### config.mk
export PLATFORM = sky130hd
export DESIGN_NAME = vga_box_renderer
export DESIGN_NICKNAME = d
export VERILOG_FILES = /design/src/rtl/vga_pkg.sv /design/src/rtl/vga_sync_delay.sv /design/src/rtl/vga_box_renderer.sv
export SDC_FILE = /design/constraint.sdc
export NUM_CORES = 1
export LEC_CHECK = 0
export BUFFER_PORTS_ARGS = -buffer_cell sky130_fd_sc_hd__buf_4
export CORE_MARGIN = 1
export CORE_UTILIZATION = 30
export CTS_BUF_LIST = sky130_fd_sc_hd__clkbuf_16
export DETAILED_ROUTE_END_ITERATION = 10
export GPL_TIMING_DRIVEN = 0
export RECOVER_POWER = 50
export SYNTH_ARGS = -nofsm -noshare
export SYNTH_HDL_FRONTEND = slang
export SYNTH_SLANG_ARGS = --single-unit
### constraint.sdc
create_clock -name Clock -period 2.18 [get_ports Clock]
set_input_delay 0.545 -clock Clock [delete_from_list [all_inputs] [get_ports Clock]]
set_output_delay 0.545 -clock Clock [all_outputs]
set_load 0.05 [all_outputs]
### src/rtl/vga_pkg.sv
// vga_pkg: shared VGA defaults, pixel/axis types and the per-axis bounce step
package vga_pkg;
    localparam int H_ACTIVE = 800;
    localparam int V_ACTIVE = 600;
    typedef struct packed {
        logic [7:0] r;
        logic [7:0] g;
        logic [7:0] b;
    } rgb_t;
    typedef enum logic {MOVE_POS, MOVE_NEG} dir_t;
    typedef struct packed {
        dir_t        dir;
        logic [11:0] pos;
    } axis_t;
    // Saturates at either edge and reverses on the same tick
    function automatic axis_t bounce(axis_t a, logic [11:0] lim, logic [11:0] step);
        return (a.dir == MOVE_POS)
            ? ((a.pos + step >= lim) ? axis_t'{MOVE_NEG, lim} : axis_t'{MOVE_POS, a.pos + step})
            : ((a.pos <= step) ? axis_t'{MOVE_POS, 12'd0} : axis_t'{MOVE_NEG, a.pos - step});
    endfunction
endpackage

### src/rtl/vga_sync_delay.sv
// vga_sync_delay: DEPTH-stage shift register for {blank_n, sync_n, hSync_n, vSync_n}, reset to inactive
module vga_sync_delay #(
    parameter int         DEPTH = 2,
    parameter logic [3:0] RST_V = 4'b0111
) (
    input  logic       clk_i,
    input  logic       rst_i,
    input  logic [3:0] d_i,
    output logic [3:0] q_o
);
    logic [DEPTH-1:0][3:0] sr_q;
    always_ff @(posedge clk_i) begin
        if (rst_i) begin
            sr_q <= {DEPTH{RST_V}};
        end else begin
            sr_q[0] <= d_i;
            for (int i = 1; i < DEPTH; i++) sr_q[i] <= sr_q[i-1];
        end
    end
    assign q_o = sr_q[DEPTH-1];
endmodule

### src/rtl/vga_box_renderer.sv
// vga_box_renderer: 2-stage bouncing-box pixel generator; VGA_CHECKER_EN selects a 32x32 checker background
module vga_box_renderer
    import vga_pkg::*;
#(
    parameter int   H_ACTIVE = vga_pkg::H_ACTIVE,
    parameter int   V_ACTIVE = vga_pkg::V_ACTIVE,
    parameter int   BOX_W    = 64,
    parameter int   BOX_H    = 48,
    parameter int   STEP     = 2,
    parameter rgb_t BOX_RGB  = 24'hFF0000,
    parameter rgb_t BG_RGB   = 24'h000040
) (
    input  logic        Clock,
    input  logic        Reset,
    input  logic [10:0] nextX,
    input  logic [9:0]  nextY,
    input  logic        blank_n,
    input  logic        sync_n,
    input  logic        hSync_n,
    input  logic        vSync_n,
    input  logic        motionEn,
    output logic [7:0]  red,
    output logic [7:0]  green,
    output logic [7:0]  blue,
    output logic        blankOut_n,
    output logic        syncOut_n,
    output logic        hSyncOut_n,
    output logic        vSyncOut_n
);
    localparam logic [11:0] X_MAX = 12'(H_ACTIVE - BOX_W);
    localparam logic [11:0] Y_MAX = 12'(V_ACTIVE - BOX_H);
    localparam logic [11:0] BW    = 12'(BOX_W);
    localparam logic [11:0] BH    = 12'(BOX_H);
    localparam logic [11:0] STP   = 12'(STEP);

    axis_t       ax_q, ax_d, ay_q, ay_d;
    logic        vs_q, blank_q, in_box_q, in_box_d, tick;
    logic [11:0] px, py;
    rgb_t        rgb_q, rgb_d, bg;

    assign px   = {1'b0, nextX};
    assign py   = {2'b0, nextY};
    assign tick = vs_q & ~vSync_n;

    always_comb begin
        ax_d     = (tick && motionEn) ? bounce(ax_q, X_MAX, STP) : ax_q;
        ay_d     = (tick && motionEn) ? bounce(ay_q, Y_MAX, STP) : ay_q;
        in_box_d = (px >= ax_q.pos) && (px < ax_q.pos + BW) && (py >= ay_q.pos) && (py < ay_q.pos + BH);
        rgb_d    = !blank_q ? rgb_t'(24'h0) : in_box_q ? BOX_RGB : bg;
    end

`ifdef VGA_CHECKER_EN
    logic chk_q;
    always_ff @(posedge Clock) chk_q <= Reset ? 1'b0 : nextX[5] ^ nextY[5];
    assign bg = chk_q ? rgb_t'(24'h0) : BG_RGB;
`else
    assign bg = BG_RGB;
`endif

    always_ff @(posedge Clock) begin
        if (Reset) begin
            ax_q     <= axis_t'{MOVE_POS, 12'd0};
            ay_q     <= axis_t'{MOVE_POS, 12'd0};
            vs_q     <= 1'b1;
            blank_q  <= 1'b0;
            in_box_q <= 1'b0;
            rgb_q    <= '0;
        end else begin
            ax_q     <= ax_d;
            ay_q     <= ay_d;
            vs_q     <= vSync_n;
            blank_q  <= blank_n;
            in_box_q <= in_box_d;
            rgb_q    <= rgb_d;
        end
    end

    vga_sync_delay #(.DEPTH(2), .RST_V(4'b0111)) u_sync (
        .clk_i (Clock),
        .rst_i (Reset),
        .d_i   ({blank_n, sync_n, hSync_n, vSync_n}),
        .q_o   ({blankOut_n, syncOut_n, hSyncOut_n, vSyncOut_n})
    );

    assign red   = rgb_q.r;
    assign green = rgb_q.g;
    assign blue  = rgb_q.b;
endmodule

==> metrics.md <==
| Metric | Value |
|---|---|
| Initial Utilization | 0.308 |
| # diodes | 0 |
| Share of power burned in registers | 0.324 |
| Drt initial violations | between 200 and 250 |
| DRT Wirelength | approximately 10 mm |
| Leakage power | around 1.8 nW |
| Fin Setup TNS | -0.0516 ns |
| Die height | 110 um |
| Gate Count Post-Synth | between 400 and 500 |
| DRC Markers | 0 |
| Reg2reg end | ay_q[3] |
| CP Capture Type | flip-flop |
| Post-DR vias/cell | about 5.3 |
| Num CTS Buffers | 5 |
| Critical path launch point | ay_q[4] |
| Core Footprint | roughly 11000 um2 |
| Critical Path Most Common Cell | buf_6 |
| Flops & latches, synth | 35 |
| R2R setup slack | -0.05 ns |
| WHS Path Cells | 1 |
| Final min period | around 2.2 ns |
| Antenna Nets Post-Route | 0 |
| Failing checks | negative setup slack |
| Worst-margin pin slew | 0.716 ns |
| Combinational Power Share | 0.277 |
| GP Congestion | 0.900 |
| Top Metal Used | met4 |
| Worst Path Buf+Inv | 3 |
| Port-buffer cells | 37 |
| Psw | a little under 700 uW |
| Top cells by area, synth | dfxtp_1, ha_1, buf_4 |
| # clock sinks | 35 |
| Cell Area, Placed | approximately 4000 um2 |
| Synth cell count leaders | ha_1, nand2_1, a21oi_1, dfxtp_1, nor2_1 |
| Sw frac | 0.323 |
| Post-Layout Cell Count | around 680 |
| Reg clk slew, reported paths | about 0.060 ns |
| Nets | between 600 and 700 |
| CTS tree | built |
| Launching point of the worst reg2reg path | ay_q[4] |
| Pre-CTS setup slack | -0.531 ns |
| Placed insts | 651 |
| FMAX | 0.448 GHz |
| Critical-path top delay cell | dfxtp_2 |
| CTS max path bufs | 2 |
| Grt ovf | 0 |
| Post-Route M1 WL | approximately 4.5 mm |
| Final setup vio count | 1 |
| Dpl hpwl | about 7.4 mm |
| Crit. path cell count | 10 |
| Most common cell in the synthesized netlist | ha_1 |
| Average size of a mapped cell | a little under 8 um2 |
| Crit Path Category | reg -> reg |
| Yosys cell types | 67 |
| GRT Util Overall | 0.170 |
| Leading area contributor after synthesis | dfxtp_1 |
| Warnings from Yosys | 0 |
| Max_cap viols | 0 |
| Crit path required time | 2.37 ns |
| Post-synthesis instance area | roughly 3500 um2 |
| Crit path launch type | flip-flop |
| Global-route wire length before repair | about 16 mm |
| Routed len/inst | between 15 and 20 um |
| Clock Latency Late Sink | around 0.28 ns |
| Status | finished with violations |
| Largest net degree at the start of global routing | 13 |
| I/O pin cnt | 56 |
| CP endpoint | ay_q[3] |
| Rel. slew slack | 0.523 |
| Peak VDD IR | around 0.24 mV |
| Final worst path period share | 1.02 |
| Vias in the first global route | ~3400 |
| CP max FO | 8 |
| Setup WS post-layout | -0.0516 ns |
| Pwr Density | around 460 nW/um2 |
| Int Power | 1.43 mW |
| Number of enable flip-flop cells after synthesis | 0 |
| Synth top area share | 0.199 |
| Cts hold-fix bufs | 0 |
| Max Clock Skew | between 0.005 and 0.006 ns |
| Endpoints failing hold | 0 |
| Die area | 12200 um2 |
| Slowest Stage Delay on Critical Path | approximately 0.33 ns |
| Pre-antenna DRT Iters | 5 |
| Top_reg_cell synth | dfxtp_1 |
| Arr. time, crit path | 2.42 ns |
| Register area share after synthesis | 0.199 |
| Layout Area Growth over Synthesis | 31.2% |
| Cell row count | 39 |
| Clock Power Share | 0.399 |
| Clock tree root driver cell | clkbuf_16 |
| Initial antenna violation count | 0 |
| Cells along the critical path | buf_6, clkinvlp_4, ha_4, and2_1, buf_6, a31oi_4, o21ai_1, o221ai_1, o21ai_0, a221oi_2 |
| Post-synth ARST share | 0 |
| Layout cells sized above 1 | 0.299 |
| H-tree depth | 2 |
| Cell area after layout | 4620 um2 |
| Fin. max-slew vios | 0 |
| Die width | ~110 um |
| Worst hold path class | reg -> reg |
| Worst Reg-to-Reg Cells | 10 |
| Met3 wire len | between 500 and 600 um |
| WL met2 | between 5 and 6 mm |
| Total number of vias | approximately 3600 |
| CP delay by family, top | compound AO/OA/AOI/OAI gates |
| RSZ-0062 raised after global routing | true |
power groups by stage:
stage / Clock (mW) / Combinational, mW / Sequential, mW
after floorplan: 0 / 0.368 / 0.703
after global placement: 0 / 0.501 / 0.695
after detailed placement: 0 / 0.511 / 0.695
after CTS: 0.861 / 0.534 / 0.684
after global routing: 0.890 / 0.644 / 0.688
final: 0.844 / 0.586 / 0.686
flip-flops by register name, summed over array words and instances (netlist names):
register and cells:
ax_q 12, ay_q 12, u_sync.q_o 4, u_sync.sr_q 3, blank_q 1, blue 1, in_box_q 1, red 1
kinds of logic (layout without fill, tap and decap cells):
logic type | after synthesis | count (layout) | share of synthesized area
AOI/OAI and AO/OA | 128 | 129 | 0.245
adders and majority gates | 40 | 40 | 0.142
muxes | 2 | 2 | 0.00568
buffers and inverters | 77 | 143 | 0.124
other | 1 | 15 | 0.00106
and+or+nand+nor | 157 | 157 | 0.241
xor gates and xnor gates | 17 | 17 | 0.0423
DFF | 35 | 35 | 0.199
per-layer routing:
metal  vias to the layer above  global-route usage
met5                         -                   0
met4                         0              0.0451
met3                        20              0.0265
met2                       145               0.309
met1                      1686               0.206
li1                       1789                   -
layout make-up:
class	count	area, um2
Clock buffer	5	125
Clock inverter	3	43.8
Fill cell	1184	6800
Timing Repair Buffer	58	402
Buffer	50	353
Inverter	27	109
Tap cell	143	179
Multi-Input combinational cell	360	2690
Sequential cell	35	722
per-stage QoR:
step / util / hold slack, ns / total power, mW
after floorplan: - / 0.383 / 1.07
after global placement: 0.353 / 0.396 / 1.20
after detailed placement: 0.353 / 0.393 / 1.21
after CTS: 0.386 / 0.402 / 2.08
after global routing: 0.405 / 0.414 / 2.22
final: 0.405 / 0.402 / 2.11
how the worst min path moves through the flow:
stage / from / end / slack (ns)
2_1_floorplan: in_box_q / blue[6] / 0.38
3_3_place_gp: u_sync.sr_q[2] / u_sync.q_o[2] / 0.40
3_5_place_dp: in_box_q / blue[6] / 0.39
4_1_cts: in_box_q / blue[6] / 0.40
5_1_grt: u_sync.sr_q[2] / u_sync.q_o[2] / 0.41
6_report: in_box_q / blue[6] / 0.40
repair_timing:
action,in CTS,in global routing
gates cloned,0,1
pin swaps,3,27
endpoints found under the setup margin,23,24
endpoints found under the hold margin,0,0
buffers inserted,13,9
gates resized for setup,32,43
cell usage in the layout, fill, tap and decap left out, drive strengths merged, types with 5 or more instances in the layout:
master   instances
xnor2           16
ha              40
nor4             7
nand2b           5
o21ai           34
a21oi           37
nand3           16
dfxtp           35
nor2            35
o22ai            5
conb            15
nand4            9
a31oi            6
buf             86
or2              9
inv             23
and3             6
a221oi           5
nor3            17
a2111oi          5
nand2           37
clkbuf          27
(Power assumes the default switching activity.)
